<file path="config.mk">
export PLATFORM = sky130hd
export DESIGN_NAME = score_bcd2bin_flat
export DESIGN_NICKNAME = d
export VERILOG_FILES = /design/src/rtl/score_bcd2bin_pkg.sv /design/src/rtl/score_bcd2bin_if.sv /design/src/rtl/score_bcd2bin_mul10_add.sv /design/src/rtl/score_bcd2bin.sv /design/src/flat_wrapper.sv
export SDC_FILE = /design/constraint.sdc
export NUM_CORES = 1
export LEC_CHECK = 0
export BUFFER_PORTS_ARGS = -buffer_cell sky130_fd_sc_hd__buf_4
export CAP_MARGIN = 25
export CORE_MARGIN = 5
export CORE_UTILIZATION = 55
export CTS_BUF_LIST = sky130_fd_sc_hd__clkbuf_16
export DETAILED_ROUTE_END_ITERATION = 10
export PLACE_DENSITY_LB_ADDON = 0.2
export REMOVE_ABC_BUFFERS = 1
export SLEW_MARGIN = 30
export SYNTH_ARGS = -nofsm -noshare
export SYNTH_HDL_FRONTEND = slang
export SYNTH_SLANG_ARGS = --single-unit
</file>
<file path="constraint.sdc">
create_clock -name clk -period 5.8 [get_ports clk]
set_clock_uncertainty 0.2 [all_clocks]
set_input_delay 1.74 -clock clk [delete_from_list [all_inputs] [get_ports clk]]
set_output_delay 1.74 -clock clk [all_outputs]
set_load 0.01 [all_outputs]
</file>
<file path="src/rtl/score_bcd2bin_pkg.sv">
// Shared constants and state encoding for the BCD score to binary converter.
package score_bcd2bin_pkg;

  localparam int unsigned NDIG    = 5;
  localparam int unsigned SCORE_W = 17;
  localparam int unsigned DIG_W   = 4;
  localparam int unsigned BCD_MAX = 9;

  typedef enum logic {
    IDLE = 1'b0,
    CONV = 1'b1
  } state_t;

endpackage

</file>
<file path="src/rtl/score_bcd2bin_if.sv">
// Request/result bundle between a score source and the BCD-to-binary converter.
interface score_bcd2bin_if #(
  parameter int unsigned SCORE_W = score_bcd2bin_pkg::SCORE_W
);
  logic               start;
  logic [3:0]         dig1;
  logic [3:0]         dig2;
  logic [3:0]         dig3;
  logic [3:0]         dig4;
  logic [3:0]         dig5;
  logic [SCORE_W-1:0] score_out;
  logic               busy;
  logic               done;
  logic               err;

  modport master (
    output start, dig1, dig2, dig3, dig4, dig5,
    input  score_out, busy, done, err
  );

  modport slave (
    input  start, dig1, dig2, dig3, dig4, dig5,
    output score_out, busy, done, err
  );
endinterface

</file>
<file path="src/rtl/score_bcd2bin_mul10_add.sv">
// One Horner step: acc*10 + digit using shifts only, plus a non-BCD digit flag.
module score_bcd2bin_mul10_add
  import score_bcd2bin_pkg::*;
#(
  parameter int unsigned ACC_W = SCORE_W + 4
) (
  input  logic [ACC_W-1:0] acc,
  input  logic [DIG_W-1:0] digit,
  output logic [ACC_W-1:0] result_c,
  output logic             invalid_c
);

  assign result_c  = (acc << 3) + (acc << 1) + ACC_W'(digit);
  assign invalid_c = (digit > DIG_W'(BCD_MAX));

endmodule

</file>
<file path="src/rtl/score_bcd2bin.sv">
// Serial BCD score to binary converter: one decimal digit folded in per clock, MSD first.
module score_bcd2bin #(
  parameter int unsigned NDIG    = score_bcd2bin_pkg::NDIG,
  parameter int unsigned SCORE_W = score_bcd2bin_pkg::SCORE_W
) (
  input logic            clk,
  input logic            rst_n,
  score_bcd2bin_if.slave bus
);
  import score_bcd2bin_pkg::state_t;
  import score_bcd2bin_pkg::IDLE;
  import score_bcd2bin_pkg::CONV;
  import score_bcd2bin_pkg::DIG_W;

  localparam int unsigned ACC_W  = SCORE_W + 4;
  localparam int unsigned DSR_W  = NDIG * DIG_W;
  localparam int unsigned STEP_W = (NDIG > 1) ? $clog2(NDIG) : 1;
  localparam logic [STEP_W-1:0] LAST_STEP = STEP_W'(NDIG - 1);

  state_t              state;
  state_t              next_state;
  logic [STEP_W-1:0]   step,    step_d;
  logic [ACC_W-1:0]    acc,     acc_d;
  logic [DSR_W-1:0]    dig_sr,  dig_sr_d;
  logic                invalid, invalid_d;
  logic [SCORE_W-1:0]  score,   score_d;
  logic                busy,    busy_d;
  logic                done,    done_d;
  logic                err,     err_d;

  logic [ACC_W-1:0]    mul_result;
  logic                mul_invalid;
  logic                any_invalid;

  score_bcd2bin_mul10_add #(
    .ACC_W (ACC_W)
  ) u_mul10_add (
    .acc       (acc),
    .digit     (dig_sr[DSR_W-1 -: DIG_W]),
    .result_c  (mul_result),
    .invalid_c (mul_invalid)
  );

  assign any_invalid = invalid | mul_invalid;

  // State register
  always_ff @(posedge clk or negedge rst_n) begin
    if (!rst_n) begin
      state <= IDLE;
    end else begin
      state <= next_state;
    end
  end

  // Next-state logic
  always_comb begin
    next_state = state;
    case (state)
      IDLE:    if (bus.start) next_state = CONV;
      CONV:    if (step == LAST_STEP) next_state = IDLE;
      default: next_state = IDLE;
    endcase
  end

  // Datapath and output next values; start during CONV falls through untouched
  always_comb begin
    step_d    = step;
    acc_d     = acc;
    dig_sr_d  = dig_sr;
    invalid_d = invalid;
    score_d   = score;
    busy_d    = busy;
    done_d    = 1'b0;
    err_d     = err;
    case (state)
      IDLE: begin
        if (bus.start) begin
          dig_sr_d  = DSR_W'({bus.dig5, bus.dig4, bus.dig3, bus.dig2, bus.dig1});
          acc_d     = '0;
          step_d    = '0;
          invalid_d = 1'b0;
          err_d     = 1'b0;
          busy_d    = 1'b1;
        end
      end
      CONV: begin
        acc_d     = mul_result;
        dig_sr_d  = dig_sr << DIG_W;
        step_d    = step + STEP_W'(1);
        invalid_d = any_invalid;
        if (step == LAST_STEP) begin
          step_d = '0;
          busy_d = 1'b0;
          done_d = 1'b1;
          err_d  = any_invalid;
          // A bad digit leaves the previously published score in place
          if (!any_invalid) score_d = SCORE_W'(mul_result);
        end
      end
      default: begin
        busy_d = 1'b0;
      end
    endcase
  end

  // Datapath and output registers
  always_ff @(posedge clk or negedge rst_n) begin
    if (!rst_n) begin
      step    <= '0;
      acc     <= '0;
      dig_sr  <= '0;
      invalid <= 1'b0;
      score   <= '0;
      busy    <= 1'b0;
      done    <= 1'b0;
      err     <= 1'b0;
    end else begin
      step    <= step_d;
      acc     <= acc_d;
      dig_sr  <= dig_sr_d;
      invalid <= invalid_d;
      score   <= score_d;
      busy    <= busy_d;
      done    <= done_d;
      err     <= err_d;
    end
  end

  assign bus.score_out = score;
  assign bus.busy      = busy;
  assign bus.done      = done;
  assign bus.err       = err;

endmodule

</file>
<file path="src/flat_wrapper.sv">
// flat-port wrapper written by rule: the top's interface ports become plain ports
module score_bcd2bin_flat import score_bcd2bin_pkg::state_t; import score_bcd2bin_pkg::IDLE; import score_bcd2bin_pkg::CONV; import score_bcd2bin_pkg::DIG_W;
#(
  parameter int unsigned NDIG    = score_bcd2bin_pkg::NDIG,
  parameter int unsigned SCORE_W = score_bcd2bin_pkg::SCORE_W
)
  (clk, rst_n, bus_start, bus_dig1, bus_dig2, bus_dig3, bus_dig4, bus_dig5, bus_score_out, bus_busy, bus_done, bus_err);
  score_bcd2bin_if #(.SCORE_W(SCORE_W)) bus_i ();
  input logic clk;
  input logic rst_n;
  input wire logic [$bits(bus_i.start)-1:0] bus_start;
  input wire logic [$bits(bus_i.dig1)-1:0] bus_dig1;
  input wire logic [$bits(bus_i.dig2)-1:0] bus_dig2;
  input wire logic [$bits(bus_i.dig3)-1:0] bus_dig3;
  input wire logic [$bits(bus_i.dig4)-1:0] bus_dig4;
  input wire logic [$bits(bus_i.dig5)-1:0] bus_dig5;
  output wire logic [$bits(bus_i.score_out)-1:0] bus_score_out;
  output wire logic [$bits(bus_i.busy)-1:0] bus_busy;
  output wire logic [$bits(bus_i.done)-1:0] bus_done;
  output wire logic [$bits(bus_i.err)-1:0] bus_err;
  assign bus_i.start = bus_start;
  assign bus_i.dig1 = bus_dig1;
  assign bus_i.dig2 = bus_dig2;
  assign bus_i.dig3 = bus_dig3;
  assign bus_i.dig4 = bus_dig4;
  assign bus_i.dig5 = bus_dig5;
  assign bus_score_out = bus_i.score_out;
  assign bus_busy = bus_i.busy;
  assign bus_done = bus_i.done;
  assign bus_err = bus_i.err;
  score_bcd2bin #(.NDIG(NDIG), .SCORE_W(SCORE_W)) u_core (.clk(clk), .rst_n(rst_n), .bus(bus_i));
endmodule
</file>
==> impl_metrics.tcl <==
set metrics [dict create \
    outcome "finished clean" \
    hold_path_end "u_core.bus.busy" \
    hp-class "reg2reg" \
    drc 0 \
    grt_pass1_vias 2685 \
    synth_top_area_cell "dfrtp_1" \
    synth_cell_types 45 \
    numCtsBuffers 9 \
    viasPerCell 5.633 \
    drt_iter0_markers 97 \
    ys_top_cells_by_area "dfrtp_1, ha_1, nand2_1" \
    dp_hpwl_microns 4788 \
    io_buffer_count 42 \
    cp_common_cell "fa_1" \
    dieArea_sq_um 7805 \
    insertedDiodeCount 0 \
    gp_congestion 0.8496 \
    cts-root-buf "clkbuf_16" \
    ant_nets 0 \
    synth.cell_area_sq_um 3376 \
    synth-seq-cells 61 \
    firstDrtPassIters 4 \
    period_minus_slack_ns 3.062 \
    die_w_microns 88.35 \
    crit_path_start_kind "register" \
    ir_drop_v 0.0003228 \
    post_cts_buffers 0 \
    cts_hold_buf 0 \
    rows 28 \
    ctsResizeCount 0 \
    area_growth_pct 19.05 \
    r2r_end "u_core.bus.score_out[14]" \
    cp-end-kind "register" \
    reg2reg_slack_ns 2.74 \
    tightest_slew_ns 0.7667 \
    synth.yosys.warnings 0 \
    holdCritStartpoint "u_core.bus.busy" \
    clk_pin_slew_worst_paths_ns 0.05 \
    synth-seq-area-share_pct 45.22 \
    synth-async-reset-ratio_pct 100.0 \
    critPathBufInv 1 \
    worstSkewPairLatency_ns 0.32 \
    grt_max_degree 62 \
    finalCritPeriodShare_pct 52.79 \
    fmax_ghz 0.3266 \
    rr_worst_depth 9 \
    ios 43 \
    power_density_nw_per_um2 711.6 \
    cts_tree "yes" \
    synth_ff_type "dfrtp_1" \
    critPathKind "reg2reg" \
    cpMaxStageDelayCell "fa_1" \
    pre_cts_slack_ns 2.523 \
    antenna_found_initial 0 \
    grt.total_usage_pct 19.64 \
    drv_slew 0 \
    worstPathRequired_ns 5.81 \
    slowest_delay_ns 0.53 \
    core_area_sq_um 5956 \
    fin_nets 428 \
    drv_cap 0 \
    synth-edff-count 0 \
    cpLargestDelayFamily "adder cells" \
    num_vias 2546 \
    setup_ws_ns 2.738 \
    crit_chain "inv_1 -> fa_1 -> fa_1 -> nand2b_1 -> a211oi_1 -> o211ai_1 -> o21ai_1 -> xor2_1 -> mux2_2" \
    dieHeight_microns 88.35 \
    drt-wirelength-per-cell_microns 15.09 \
    grt_remaining_overflow 0 \
    synthesis.instances 332 \
    slew-limit-headroom_pct 48.89 \
    grt_pass1_wl_microns 12010 \
    leakage_nw 2.025 \
    cts_max_path_buffers 2 \
    setup_viol 0 \
    regToRegStartpoint "u_core.dig_sr[19]" \
    synthTopCellsByCount "dfrtp_1, nand2_1, ha_1" \
    rsz0062_at_grt "no" \
    htree_num_levels 3 \
    drive_gt1_share_pct 18.83 \
    crit_fanout 3 \
    postSynthAreaPerCell_sq_um 10.17 \
    synth.top_cell.area_share_pct 45.22 \
    finalHoldViolations 0 \
    cp_data_arrival_time_ns 3.07 \
    clock_sinks 61 \
    hold_depth 2 \
    fin_tns_setup_ns 0 \
    drt-total-wl_microns 6820 \
    initial_core_util_pct 56.68 \
]
## metrics by stage
stage               utilization, %  power [mW]  hold slack [ns]  instance area [sq um]  std cells
floorplan                        -       1.937           0.2492                   3316        318
global placement             62.79       2.303           0.2611                   3740        437
detailed placement           62.84       2.358           0.2644                   3742        437
CTS                          67.46       2.871           0.2791                   4018        452
global route                 67.48       3.113           0.2972                   4019        452
finish                       67.48       2.860           0.2722                   4019        452
## layout by cell type (no fill, tap or decap), drive strengths merged, types with 4 or more instances in the layout
cell / synthesis / final
a21oi: 12 / 12
a22o: 12 / 12
buf: 7 / 44
clkbuf: 7 / 9
dfrtp: 61 / 61
ha: 30 / 30
inv: 11 / 15
mux2: 7 / 7
mux2i: 21 / 21
nand2: 62 / 62
nand2b: 4 / 4
nand3: 6 / 6
nor2: 19 / 19
o21ai: 28 / 28
xnor2: 10 / 10
## how the worst max path moves through the flow
| stage | from | to | slack (ns) | depth (start not counted) |
|---|---|---|---|---|
| after CTS | u_core.state | u_core.bus.score_out[4] | 2.63 | 5 |
| after global placement | bus_start | u_core.acc[15] | 2.25 | 5 |
| final | u_core.dig_sr[19] | u_core.bus.score_out[14] | 2.74 | 9 |
| after floorplan | bus_start | u_core.acc[15] | 2.91 | 4 |
| after detailed placement | bus_start | u_core.acc[15] | 2.52 | 5 |
| after global routing | u_core.dig_sr[19] | u_core.bus.score_out[14] | 2.62 | 9 |
## final cells by class
type | count | area [sq um]
fillers | 459 | 1937
repair buffers | 44 | 330.3
clock buffers | 9 | 225.2
inverters | 11 | 41.29
multi-input cells | 246 | 1750
flip-flops and latches | 61 | 1528
well taps | 75 | 93.84
clock inverters | 6 | 50.05
## registers in the layout (all words and copies together), names as in the netlist
signal,flops
u_core.dig_sr,20
u_core.bus.score_out,17
u_core.acc,16
u_core.step,3
u_core.bus.busy,1
u_core.bus.done,1
u_core.bus.err,1
u_core.invalid,1
u_core.state,1
## power by group
group / total [mW] / internal [mW] / leakage (nW) / switching [mW]
Clock: 0.501 / 0.322 / 0.150 / 0.179
Sequential: 0.784 / 0.624 / 0.776 / 0.160
Combinational: 1.57 / 0.725 / 1.10 / 0.850
## worst min-delay path, delay by kind of cell (launching register included)
kind / cells / cell delay [ns]
flip-flops: 1 / 0.34
AND/OR/NAND/NOR: 2 / 0.10
## per-layer routing
metal / GRT usage, % / part of all wire, % / vias to the layer above
met1: 23.35 / 44 / 1222
li1: - / - / 1254
met4: 9.890 / 2.2 / 0
met5: 0 / 0 / -
met3: 5.587 / 4.9 / 15
met2: 32.56 / 48 / 55
## cell families after synthesis
logic type               Yosys count  share of synthesized area, %
XOR/XNOR                          13                         3.373
multiplexers                      28                         8.673
flip-flops                        61                         45.22
AO/OA/AOI/OAI                     73                         14.49
AND/OR/NAND/NOR                  100                         12.94
adder cells (fa/ha/maj)           32                         12.31
buffers and inverters             25                         3.002
Power figures use the tool's default switching activity.
